**config.mk**
```make
export PLATFORM = sky130hd
export DESIGN_NAME = instruction_fetch
export DESIGN_NICKNAME = d
export VERILOG_FILES = /design/src/rtl/instruction_fetch.sv
export SDC_FILE = /design/constraint.sdc
export NUM_CORES = 1
export LEC_CHECK = 0
export BUFFER_PORTS_ARGS = -buffer_cell sky130_fd_sc_hd__buf_2
export CAP_MARGIN = 5
export CELL_PAD_IN_SITES_DETAIL_PLACEMENT = 1
export CELL_PAD_IN_SITES_GLOBAL_PLACEMENT = 1
export CORE_AREA = 3 3 101 175
export DETAILED_ROUTE_END_ITERATION = 10
export DIE_AREA = 0 0 104 178
export GPL_TIMING_DRIVEN = 0
export HOLD_SLACK_MARGIN = 0.08
export PLACE_DENSITY = 0.81
export SLEW_MARGIN = 20
export SYNTH_ARGS = -nofsm -noshare
export SYNTH_HDL_FRONTEND = slang
export SYNTH_SLANG_ARGS = --single-unit
```
**constraint.sdc**
```tcl
create_clock -name i_clk -period 2.2 [get_ports i_clk]
set_input_delay 0.11 -clock i_clk [delete_from_list [all_inputs] [get_ports i_clk]]
set_output_delay 0.11 -clock i_clk [all_outputs]
set_load 0.005 [all_outputs]
```
**src/rtl/instruction_fetch.sv**
```systemverilog
// ============================================================================
// Module      : instruction_fetch
// Description : Single-outstanding instruction fetch with redirect flush and a
//               one-entry output slot toward decode.
// Revision    : 1.0 - initial release
// ============================================================================
`default_nettype none

module instruction_fetch #(
    parameter logic [31:0] RESET_PC = 32'h0000_0000
) (
    input  logic        i_clk,
    input  logic        i_rst_n,
    output logic        o_imem_req,
    output logic [31:0] o_imem_addr,
    input  logic        i_imem_gnt,
    input  logic        i_imem_rvalid,
    input  logic [31:0] i_imem_rdata,
    input  logic        i_redirect,
    input  logic [31:0] i_redirect_pc,
    output logic        o_valid,
    output logic [31:0] o_pc,
    output logic [31:0] o_instruction,
    input  logic        i_ready
);

    localparam logic [31:0] C_NOP = 32'h0000_0013;

    typedef enum logic [1:0] {
        S_REQ   = 2'd0,
        S_WAIT  = 2'd1,
        S_DRAIN = 2'd2
    } state_e;

    state_e      state_q, state_d;
    logic [31:0] pc_q, pc_d;
    logic [31:0] req_pc_q, req_pc_d;
    logic        valid_q, valid_d;
    logic [31:0] opc_q, opc_d;
    logic [31:0] instr_q, instr_d;

    logic        w_slot_free;
    logic        w_req;
    logic        w_grant;
    logic        w_load;
    logic [31:0] w_redirect_tgt;

    assign w_slot_free    = !valid_q || i_ready;
    // Gated by reset so no request escapes while the block is held in reset.
    assign w_req          = i_rst_n && (state_q == S_REQ) && w_slot_free;
    assign w_grant        = w_req && i_imem_gnt;
    assign w_redirect_tgt = i_redirect_pc & 32'hFFFF_FFFC;

    assign o_imem_req    = w_req;
    assign o_imem_addr   = pc_q;
    assign o_valid       = valid_q;
    assign o_pc          = opc_q;
    assign o_instruction = instr_q;

    always_comb begin
        state_d  = state_q;
        pc_d     = pc_q;
        req_pc_d = req_pc_q;
        w_load   = 1'b0;

        case (state_q)
            S_REQ: begin
                if (w_grant) begin
                    req_pc_d = pc_q;
                end
                if (i_redirect) begin
                    pc_d    = w_redirect_tgt;
                    state_d = w_grant ? S_DRAIN : S_REQ;
                end else if (w_grant) begin
                    pc_d    = pc_q + 32'd4;
                    state_d = S_WAIT;
                end
            end
            S_WAIT: begin
                if (i_redirect) begin
                    pc_d    = w_redirect_tgt;
                    state_d = i_imem_rvalid ? S_REQ : S_DRAIN;
                end else if (i_imem_rvalid) begin
                    w_load  = 1'b1;
                    state_d = S_REQ;
                end
            end
            S_DRAIN: begin
                if (i_redirect) begin
                    pc_d = w_redirect_tgt;
                end
                if (i_imem_rvalid) begin
                    state_d = S_REQ;
                end
            end
            default: begin
                state_d = S_REQ;
            end
        endcase
    end

    always_comb begin
        valid_d = valid_q;
        opc_d   = opc_q;
        instr_d = instr_q;
        if (i_redirect) begin
            valid_d = 1'b0;
        end else if (w_load) begin
            valid_d = 1'b1;
            opc_d   = req_pc_q;
            instr_d = i_imem_rdata;
        end else if (valid_q && i_ready) begin
            valid_d = 1'b0;
        end
    end

    always_ff @(posedge i_clk or negedge i_rst_n) begin
        if (!i_rst_n) begin
            state_q  <= S_REQ;
            pc_q     <= RESET_PC;
            req_pc_q <= 32'h0;
            valid_q  <= 1'b0;
            opc_q    <= 32'h0;
            instr_q  <= C_NOP;
        end else begin
            state_q  <= state_d;
            pc_q     <= pc_d;
            req_pc_q <= req_pc_d;
            valid_q  <= valid_d;
            opc_q    <= opc_d;
            instr_q  <= instr_d;
        end
    end

endmodule

`default_nettype wire

```
==> impl_metrics.csv <==
group,metric,value,unit
status,status,"complete, but fails checks",
status,violations,"setup timing",
sta,finalHoldViolations,0,
sta,maxSlewViolCount,0,
sta,final.min_clock_period,2210,ps
worst_hold_path,hp-class,"primary input to register",
critical_path,slowest_delay,560,ps
synth,syn_inst,541,
sta,max_slew_margin,0.538,
drt,drt_pass1_iterations,4,
drt,drc,0,
sta,fin_skew,9.71,ps
layout,area.growth.synth_to_final,46.0,%
clocking,ctsHtreeMaxLevel,4,
synth,yosys_most_used_dff,"dfrtp_1",
synth,synth_edf_count,0,
grt,overflow,0,
layout,fillers,1868,
critical_path,path_max_fanout,6,
sta,finalSetupViolations,1,
layout,seqCellArea,3140,sq um
synth,syn_area,5650,sq um
layout,antenna-diode-count,0,
floorplanning,start_util,0.344,
critical_path,crit_required,2490,ps
clocking,clockBufferDepth,2,
floorplanning,die_area,18500,sq um
synth,ys_types,54,
layout,final_common_cell,"buf_2",
synth,async_flop_share,1.00,
floorplanning,core,16400,sq um
clocking,clock_latency,420,ps
layout,mostFrequentLayoutCells,"buf_2 (161), nand2_1 (115), dfrtp_1 (115), mux2_2 (64), dlygate4sd3_1 (55)",
floorplanning,io_pins,168,
placed_design,port_buffers,160,
critical_path,critPathLaunchType,"register",
drt,vias,5270,
drt,drt_iter0_drc,308,
placed_design,dp_hpwl,13300,microns
critical_path,cpMostUsedCell,"or4_4",
critical_path,crit_chain,"ha_4 > nand3_4 > or4_4 > or4_4 > o22ai_1 > a2bb2oi_1",
synth,synthTopCellsByArea,"dfrtp_1 (54%), mux2_2 (13%), nand2_1 (7.8%), a21oi_1 (3.2%), o21ai_0 (2.5%)",
synth,yosys_warnings,0,
synth,synth_top_area_frac,0.540,
clocking,cts_buffers,17,
power_and_ir_drop,leakagePower,3.96,nW
power_and_ir_drop,vdd_drop_max,0.597,mV
sta,fin_tns_setup,-12.3,ps
layout,fin_nets,863,
job,maxCapViolCount,0,
grt,grt.total_usage,0.219,
grt,grt_start_max_net_pins,64,
critical_path,end_kind,"register",
synth,synth-seq-cells,125,
sta,fmax,0.452,GHz
clocking,cts_sinks,125,
sta,worst_slack,-12.3,ps
synth,yosysTopAreaCell,"dfrtp_1",
grt,grt_pass1_vias,5748,
clocking,cts-root-buf,"clkbuf_16",
layout,multiInputGateArea,2460,sq um
critical_path,worstSetupPathType,"register to register",
sta,rsz0062_at_grt,"yes",
drt,wire_per_inst,19.6,microns
floorplanning,die_width,104,microns
synth,yosysSeqAreaShare,0.554,
drt,avgViaCountPerCell,5.14,
critical_path,crit_slowest_cell,"or4_4",
critical_path,cp.arrival,2500,ps
sta,tightest_slew,688,ps
sta,min_period_over_period,1.01,
floorplanning,rows,62,
critical_path,cp_top_family,"simple AND/OR/NAND/NOR gates",
clocking,clk_pin_slew_worst_paths,60,ps
floorplanning,die_h,178,microns
clocking,cts_tree,"done",
placed_design,gp_congestion,0.865,
drt,finalWirelength,20100,microns
power_and_ir_drop,cellPowerDensity,1320,nW/um^2
grt,grt_antenna_before_repair,0,
layout,drive_above_1_share,0.409,
synth,syn_area_per_cell,10.4,sq um
critical_path,worst-r2r-setup-slack,-10,ps
drt,ant_nets,0,
critical_path,crit_buf_inv,0,
grt,grt_pass1_wl,31800,microns
sta,holdWs,77.8,ps
worst reg2reg max path, stage by stage, from the launching register on:
cell       delay, ps
dfrtp_2          410
ha_4             180
nand3_4          110
or4_4            560
or4_4            510
o22ai_1          210
a2bb2oi_1        110
routing by layer:
metal  share of wire  GRT usage  vias up  wire (microns)
li1                -          -     2399               -
met1            0.36      0.232     2653            7320
met2            0.56      0.424      176           11300
met3           0.038     0.0373       42             771
met4           0.037     0.0965        0             738
met5               0          0        -               0
worst paths after layout:
check / startpoint / cells after the start / endpoint
min in group asynchronous: i_rst_n / 5 / o_instruction[0]
setup reg to reg: o_imem_addr[2] / 6 / o_imem_addr[28]
hold / removal: i_redirect_pc[27] / 4 / o_imem_addr[27]
max in group asynchronous: i_rst_n / 7 / o_imem_addr[2]
setup / recovery: o_imem_addr[2] / 6 / o_imem_addr[28]
hold reg to reg: req_pc_q[31] / 2 / req_pc_q[31]
timing repair:
item                                   4_1_cts  5_1_grt
hold buffers                                60        0
resized for setup                           33       23
endpoints found under the hold margin      120        0
pin swaps                                    1        2
setup endpoints to repair                  121       91
buffers inserted                             4        3
cloned                                       0        0
registers in the layout, summed over array words and instances, names as in the netlist:
register,cells
o_imem_addr,30
o_instruction,32
o_pc,30
o_valid,1
req_pc_q,30
state_q,2
kinds of logic (layout without fill, tap and decap cells):
group / count (synthesis) / count (layout) / share of synthesized area
other: 1 / 4 / 0.000663
buffers and inverters: 41 / 298 / 0.0303
and+or+nand+nor: 195 / 195 / 0.155
AOI/OAI and AO/OA: 106 / 106 / 0.115
xor gates and xnor gates: 1 / 1 / 0.00155
adders and majority gates: 5 / 5 / 0.0111
DFF: 125 / 125 / 0.554
muxes: 67 / 67 / 0.133
metrics by stage:
step                      instances  cell area, sq um  utilization  setup WS [ps]  total power, mW
after detailed placement        929              6780        0.413           -569             7.59
after CTS                      1023              8170        0.497           -108             10.7
after global routing           1025              8260        0.502          -53.3             11.6
after global placement          928              6750        0.410          -1920             7.40
final                          1025              8260        0.502          -12.3             10.9
after floorplan                 544              5670            -           17.2             5.89
area by class of cell:
class                      count  area share
multi-input combinational    378       0.298
inverter                       7     0.00318
timing repair buffer         228       0.191
sequential                   125       0.380
clock buffer                  17      0.0515
tap                          224      0.0339
buffer                        31      0.0206
clock inverter                15      0.0214
Yosys cell counts (2+ instances only):
cell	instances
a211oi_1	3
a21oi_1	36
a22oi_1	2
a2bb2oi_1	2
a31oi_1	5
and2_0	2
and3_1	4
buf_2	2
buf_4	4
clkbuf_1	28
dfrtp_1	122
dfstp_2	3
ha_1	5
inv_1	7
mux2_2	64
mux2i_1	3
nand2_1	117
nand3_1	12
nand4_1	6
nor2_1	26
nor2b_1	4
nor3_1	7
nor4_1	4
o21ai_0	28
o22a_1	3
o22ai_1	10
o2bb2a_1	2
o32ai_1	2
o41ai_1	2
or4_4	2
report_power, final:
part	leakage, nW	switching [mW]	internal [mW]	total (mW)
registers	1.51	0.966	3.40	4.36
clock network	0.290	1.16	1.71	2.87
logic	2.16	1.87	1.78	3.65
No activity file was read; power rests on OpenSTA's default activity.
